===== src/rtl/mpp_pkg.sv =====
// Shared definitions for the mpp program loader: loader FSM states and defaults.
// Latency: n/a (package only).
// Backpressure: n/a (package only).
package mpp_pkg;

    // Loader sequencing: two header bytes (length, big-endian), payload, checksum.
    typedef enum logic [2:0] {
        ST_IDLE   = 3'd0,
        ST_LEN_HI = 3'd1,
        ST_LEN_LO = 3'd2,
        ST_DATA   = 3'd3,
        ST_CSUM   = 3'd4,
        ST_DONE   = 3'd5
    } ld_state_e;

    // Number of length-header bytes that precede the payload.
    localparam int HDR_LEN = 2;

    // Byte returned for fetches outside the implemented memory or while held.
    localparam logic [7:0] FILL_DEFAULT = 8'h00;

endpackage


===== src/rtl/mpp_prog_ram.sv =====
// Byte-wide program RAM, one write port and one read port, depth 2**ADDR_W.
// Latency: read data registered, valid the cycle after re_i; writes land on the edge.
// Backpressure: none; rdata_o holds its last value while re_i is low.
// Ports: clk; we_i/waddr_i/wdata_i write port; re_i/raddr_i read request; rdata_o read data.
module mpp_prog_ram #(
    parameter int ADDR_W = 8
) (
    input  logic              clk,
    input  logic              we_i,
    input  logic [ADDR_W-1:0] waddr_i,
    input  logic [7:0]        wdata_i,
    input  logic              re_i,
    input  logic [ADDR_W-1:0] raddr_i,
    output logic [7:0]        rdata_o
);

    logic [7:0] mem_q [2**ADDR_W];
    logic [7:0] rdata_q;

    // Storage is deliberately not reset: an aborted load leaves its bytes behind.
    always_ff @(posedge clk) begin
        if (we_i) begin
            mem_q[waddr_i] <= wdata_i;
        end
        if (re_i) begin
            rdata_q <= mem_q[raddr_i];
        end
    end

    assign rdata_o = rdata_q;

endmodule


===== src/rtl/mpp_prog_loader.sv =====
// Program memory plus byte-serial boot loader feeding the mpp core's instruction fetch.
// Latency: fetch data one cycle after program_cs_n low; load status one cycle after checksum byte.
// Backpressure: load_ready high only while expecting header/data/checksum bytes.
// Ports: clk, rst_n; program_cs_n/program_addr -> instruction (fetch);
//        load_start, load_data/load_valid/load_ready (image stream); cpu_hold, load_done, load_error (status).
module mpp_prog_loader
    import mpp_pkg::*;
#(
    parameter int         ADDR_W = 8,
    parameter logic [7:0] FILL   = FILL_DEFAULT
) (
    input  logic        clk,
    input  logic        rst_n,
    input  logic        program_cs_n,
    input  logic [15:0] program_addr,
    output logic [7:0]  instruction,
    input  logic        load_start,
    input  logic [7:0]  load_data,
    input  logic        load_valid,
    output logic        load_ready,
    output logic        cpu_hold,
    output logic        load_done,
    output logic        load_error
);

    ld_state_e   state_q, state_d;
    logic [15:0] len_q, len_d;
    logic [15:0] wr_addr_q, wr_addr_d;
    logic [7:0]  csum_q, csum_d;
    logic        ovf_q, ovf_d;
    logic        hold_q, hold_d;
    logic        done_q, done_d;
    logic        err_q, err_d;
    logic        fill_sel_q;

    logic        accept;
    logic        wr_in_range;
    logic        ram_we;
    logic [7:0]  csum_total;
    logic        rd_ok;
    logic [7:0]  ram_rdata;

    assign load_ready = (state_q == ST_LEN_HI) || (state_q == ST_LEN_LO) ||
                        (state_q == ST_DATA)   || (state_q == ST_CSUM);

    // A restart wins over a byte offered on the same edge; that byte is dropped.
    assign accept      = load_valid && load_ready && !load_start;
    assign wr_in_range = (wr_addr_q[15:ADDR_W] == '0);
    assign csum_total  = csum_q + load_data;

    always_comb begin
        state_d   = state_q;
        len_d     = len_q;
        wr_addr_d = wr_addr_q;
        csum_d    = csum_q;
        ovf_d     = ovf_q;
        hold_d    = hold_q;
        done_d    = done_q;
        err_d     = err_q;
        ram_we    = 1'b0;

        if (load_start) begin
            state_d   = ST_LEN_HI;
            len_d     = '0;
            wr_addr_d = '0;
            csum_d    = '0;
            ovf_d     = 1'b0;
            hold_d    = 1'b1;
            done_d    = 1'b0;
            err_d     = 1'b0;
        end else if (accept) begin
            case (state_q)
                ST_LEN_HI: begin
                    len_d   = {load_data, len_q[7:0]};
                    state_d = ST_LEN_LO;
                end
                ST_LEN_LO: begin
                    len_d   = {len_q[15:8], load_data};
                    state_d = ({len_q[15:8], load_data} == 16'd0) ? ST_CSUM : ST_DATA;
                end
                ST_DATA: begin
                    // Bytes beyond the implemented depth still count toward the checksum.
                    ram_we    = wr_in_range;
                    ovf_d     = ovf_q || !wr_in_range;
                    csum_d    = csum_total;
                    wr_addr_d = wr_addr_q + 16'd1;
                    if (wr_addr_q == len_q - 16'd1) begin
                        state_d = ST_CSUM;
                    end
                end
                ST_CSUM: begin
                    state_d = ST_DONE;
                    if (csum_total == 8'h00 && !ovf_q) begin
                        done_d = 1'b1;
                        hold_d = 1'b0;
                    end else begin
                        err_d  = 1'b1;
                    end
                end
                default: ;
            endcase
        end
    end

    always_ff @(posedge clk or negedge rst_n) begin
        if (!rst_n) begin
            state_q   <= ST_IDLE;
            len_q     <= '0;
            wr_addr_q <= '0;
            csum_q    <= '0;
            ovf_q     <= 1'b0;
            hold_q    <= 1'b1;
            done_q    <= 1'b0;
            err_q     <= 1'b0;
        end else begin
            state_q   <= state_d;
            len_q     <= len_d;
            wr_addr_q <= wr_addr_d;
            csum_q    <= csum_d;
            ovf_q     <= ovf_d;
            hold_q    <= hold_d;
            done_q    <= done_d;
            err_q     <= err_d;
        end
    end

    assign cpu_hold   = hold_q;
    assign load_done  = done_q;
    assign load_error = err_q;

    // Writes only occur while the core is held, so a fetch can never observe
    // a byte mid-write: held fetches are steered to FILL instead of the RAM.
    assign rd_ok = !program_cs_n && (program_addr[15:ADDR_W] == '0) && !hold_q;

    // The RAM read register is not reset, so a flag remembers whether the
    // last fetch should present FILL; together they form the instruction register.
    always_ff @(posedge clk or negedge rst_n) begin
        if (!rst_n) begin
            fill_sel_q <= 1'b1;
        end else if (!program_cs_n) begin
            fill_sel_q <= !rd_ok;
        end
    end

    mpp_prog_ram #(
        .ADDR_W (ADDR_W)
    ) u_ram (
        .clk     (clk),
        .we_i    (ram_we),
        .waddr_i (wr_addr_q[ADDR_W-1:0]),
        .wdata_i (load_data),
        .re_i    (rd_ok),
        .raddr_i (program_addr[ADDR_W-1:0]),
        .rdata_o (ram_rdata)
    );

    assign instruction = fill_sel_q ? FILL : ram_rdata;

endmodule


===== config.mk =====
export PLATFORM = sky130hd
export DESIGN_NAME = mpp_prog_loader
export DESIGN_NICKNAME = d
export VERILOG_FILES = /design/src/rtl/mpp_pkg.sv /design/src/rtl/mpp_prog_ram.sv /design/src/rtl/mpp_prog_loader.sv
export SDC_FILE = /design/constraint.sdc
export NUM_CORES = 2
export LEC_CHECK = 0
export CORE_ASPECT_RATIO = 1.1
export CORE_UTILIZATION = 40
export DETAILED_ROUTE_END_ITERATION = 8
export DONT_BUFFER_PORTS = 1
export PLACE_DENSITY = 0.58
export SYNTH_ARGS = -nofsm -noshare
export SYNTH_HDL_FRONTEND = slang
export SYNTH_SLANG_ARGS = --single-unit

===== constraint.sdc =====
create_clock -name clk -period 4 [get_ports clk]
set_input_delay 0.4 -clock clk [delete_from_list [all_inputs] [get_ports clk]]
set_output_delay 0.4 -clock clk [all_outputs]
set_load 0.02 [all_outputs]

# Yosys cells after proc, flatten, opt, wreduce, memory -nomap -nowiden
# Memories as Yosys holds them, arrays and structs flattened. A register that Yosys moved wholly into a read port is not among the register bits.
# Index checks and enable logic that the tools add are counted.
# word_totals
reg_bits,48
ram_bits,2048
elab_cells,90
mem_count,1
# classes
add_sub_neg,3
eq_ne,9
n_mux,35
reduce_logical,32
# memory_table
name,depth,word_bits,rd,rd_clocked_by_memory_dff,wr,line,source
u_ram.mem_q,256,8,1,1,1,mpp_prog_ram.sv:17,logic [7:0] mem_q [2**ADDR_W];
# ops
operator,count
16-bit 2-to-1 mux,5
8-bit 2-to-1 mux,4
16-bit case mux with 2 select lines,1
8-bit zero test,3
1-bit 2-to-1 mux,20
16-bit by 1-bit adder with 16-bit output (second input constant),1
16-bit == test,1
16-bit zero test,1
16-bit by 1-bit subtractor with 16-bit output (second input constant),1
3-bit AND reduction,5
3-bit 2-to-1 mux,4
3-bit case mux with 4 select lines,1
2-bit nonzero test,6
8-bit adder,1
3-bit by 2-bit == test with 1-bit output (second input constant),2
1-bit zero test,6
2-bit inequality test (second input constant),3
1-bit logical AND,5
5-bit nonzero test,1
1-bit logical OR,4
3-bit by 1-bit == test with 1-bit output (second input constant),1
3-bit == test (second input constant),1
3-bit by 2-bit inequality test with 1-bit output (second input constant),1
2-bit AND reduction,1

# Logic depth before layout (Yosys ltp)
# logic_depth
word_depth,10
ltp_mapped,12
mapped_depth_nobuf,9

# Cells and area by module
# A second synthesis with hierarchy kept.
# hier_totals
hier_cells,4053
area_unflattened_um2,82675.5
# modules_own_cells
mod,instances,cells_per_inst,area_per_inst_um2,seq_area_each_um2
mpp_prog_ram,1,3733,79636.4,61739.2
mpp_prog_loader,1,320,3039.2,1203.7

# Least setup slack after synthesis
# OpenSTA, ideal clock, no wires.
# synth_path
path_kind,input port to flip-flop
from,in program_addr[0]
to,"reg u_ram.rdata_q[0], in the netlist u_ram.rdata_o[0], read port of u_ram.mem_q (data pin)"
t_arrival_ns,2.584
slack_ns,1.142
path_stages,7
n_path_buf,3
cell_sequence,buf_2 buf_2 buf_1 mux4_2 mux4_2 o221ai_1 a31oi_1
# synth_lines
item,line,source
"start, declared",mpp_prog_loader.sv:15,"input logic [15:0] program_addr,"
"end, declared",mpp_prog_ram.sv:18,logic [7:0] rdata_q;

==> reports/metrics.cfg <==
[route]
drt_pass1_iterations=5
drc=0
drtIter0Drc=4176
wire_per_inst_um=28.9
vias=39800
wl_um=206000
drt-vias-per-instance=5.59
final_antenna_net_count=0

[clocking]
clock-sinks=2104
postCtsResizedCells=0
clk_pin_slew_worst_paths_ns=0.06
cts_buffer_depth=3
clkLatencyLatePin_ns=0.85
cts_buffers=205
htreeDepth=4
cts_root_buf=clkbuf_16
cts_tree=yes

[timing]
skew_ns=0.0278
rsz0062_at_grt=false
maxSlewHeadroom_pct=-20.2
hold_viol_final=0
slew_viol_final=262
fmax_mhz=269
worstMarginPinSlew_ns=1.80
final.min_clock_period_ns=3.71
period_share_pct=92.8
fin_tns_setup_ns=0
worst_slack_ns=0.287
setup_violations=0

[yosys]
async_flop_share_pct=2.28
seq_area_frac_synth_pct=76.5
syn_avg_cell_area_um2=21.0
synth_ff_type=edfxtp_1
syn_area_um2=82300
syn_inst=3922
ys_types=61
ys_warn_count=0
synth_nets=3964
ys_seq_elements=2104
synth_enable_flop_cells=2056

[power_and_ir_drop]
total_power_mw=46.7
leakage_nw=29.8
ir_worst_vdd_v=0.000348
power.density_nw_per_um2=494

[critical_path]
arrival_ns=4.26
worst-setup-path-type=in -> reg
crit_family=multiplexers
critPathLaunch=program_addr[0]
reg2reg_slack_ns=0.46
path_max_fanout=468
start_kind=input port
worstPathRequired_ns=4.54
r2r_end=u_ram.mem_q[131][6]
cp_num_buf_inv=0
endpoint_kind=flip-flop
worstPathCellList=mux4_2 > mux4_2 > mux2i_1 > a21oi_1 > o21ai_0 > a31oi_1
crit_path_end=u_ram.rdata_o[7]
crit_path_top_delay_cell=mux4_2
rr_worst_depth=7
crit_top_cell=mux4_2
cpPeakStageDelay_ns=1.05
r2r_start=state_q[1]
crit_cells=6

[run]
cap_violations=0

[placed_design]
place.gp.congestion=0.782
pre_cts_ws_ns=0.357
port_buffers=0
dp_hpwl_um=113000

[global_route]
grt_pass1_wl_um=298000
use_met1_pct=26.9
grt_pass1_vias=41100
grt-ovfl-total=0
antenna_found_initial=10
busiest_layer=met2
grt_use_met2_pct=33.4
grt_use_total_pct=20.0
grt_max_degree=561
gr-usage-met3_pct=3.34

[floorplan]
dieWidth_um=434
core_um2=204000
initial_core_util_pct=40.3
core.rowCount=174
die-area_um2=208000
ioPinCount=41
die_y_um=478

[finish]
final_nets=4266
final_cell_mix=edfxtp_1, mux4_2, nor2_1, buf_4, clkbuf_16
final_layout_size_suffix_gt1_share_pct=26.8
final_core_util_pct=46.2
layout_commonest_cell=edfxtp_1
syn_to_final_growth_pct=14.8

[status]
status=finished with violations
violations=max-slew violations

[worst_hold_path]
worst_hold_path_type=in -> reg

==> tightest hold or removal path, cell delays in order <==
cell	delay, ns
nand4b_1	0.13
buf_4	0.11
a31oi_1	0.08
==> what timing repair did <==
action / 4_1_cts / 5_1_grt
buffers inserted: 0 / 0
endpoints found under the hold margin: 2160 / 0
setup endpoints to repair: 0 / 0
hold buffers: 29 / 0
==> stage by stage <==
step | hold slack [ns] | cells | instance area, µm²
3_3_place_gp | 0.112 | 6716 | 87100
2_1_floorplan | 0.104 | 3922 | 82300
5_1_grt | 0.0437 | 7124 | 94500
6_report | 0.0883 | 7127 | 94500
4_1_cts | 0.0138 | 7123 | 94500
3_5_place_dp | 0.111 | 6716 | 87100
==> report_power, final <==
part | internal (mW) | switching (mW)
Combinational | 1.02 | 1.34
Clock | 11.7 | 8.25
Sequential | 24.3 | 0.0876
Total | 37.0 | 9.68
==> layer usage <==
metal  wire length, µm  share of wire, %  vias up
li1                  -                 -    16900
met1             83800                41    21400
met2            105000                51     1312
met3             12400               6.0      255
met4              5010               2.4        0
met5                 0                 0        -
==> cells in the mapped netlist (all sizes together) (19+ instances only) <==
| library cell | instances | area [µm²] |
|---|---|---|
| a211oi | 40 | 305 |
| a21oi | 75 | 375 |
| a22oi | 27 | 203 |
| buf | 103 | 488 |
| clkbuf | 129 | 484 |
| dfrtp | 46 | 1150 |
| edfxtp | 2056 | 61700 |
| mux2i | 138 | 1380 |
| mux4 | 527 | 11900 |
| nand2 | 90 | 338 |
| nand3 | 20 | 100 |
| nor2 | 302 | 1130 |
| nor2b | 19 | 119 |
| o211ai | 20 | 150 |
| o21ai | 35 | 175 |
| o22ai | 50 | 313 |
| xnor2 | 21 | 184 |
==> flip-flops by register name (all words and copies together), names as in the netlist <==
signal / cells
state_q: 3
wr_addr_q: 16
u_ram.mem_q: 2048
load_done: 1
len_q: 16
fill_sel_q: 1
u_ram.rdata_o: 8
csum_q: 8
ovf_q: 1
load_error: 1
cpu_hold: 1
==> how the worst min path moves through the flow <==
stage / start / end / depth (start not counted)
finish: program_addr[7] / u_ram.rdata_o[2] / 3
global route: program_addr[7] / u_ram.rdata_o[1] / 3
CTS: program_addr[7] / u_ram.rdata_o[2] / 3
detailed placement: rst_n / load_done / 0
global placement: rst_n / load_done / 0
floorplan: rst_n / csum_q[0] / 0
==> cell families (layout without fill, tap and decap cells) <==
kind of cell	Yosys count	in the layout	share of synthesized area (%)
flops	2104	2104	76.5
mux	681	681	16.3
simple gates	521	521	2.77
compound gates	317	317	2.54
buf+inv	246	719	1.25
xor+xnor	40	40	0.444
fa+ha+maj	13	13	0.207
other cells	0	4	0
==> layout make-up <==
class	count	area, µm²
Antenna cell	4	10.0
Clock buffer	249	5400
Clock inverter	129	1560
Fill cell	17000	110000
Inverter	14	52.6
Multi-Input combinational cell	1572	18400
Sequential cell	2104	62900
Tap cell	2728	3410
Timing Repair Buffer	327	2700
No activity file was read; power rests on OpenSTA's default activity.
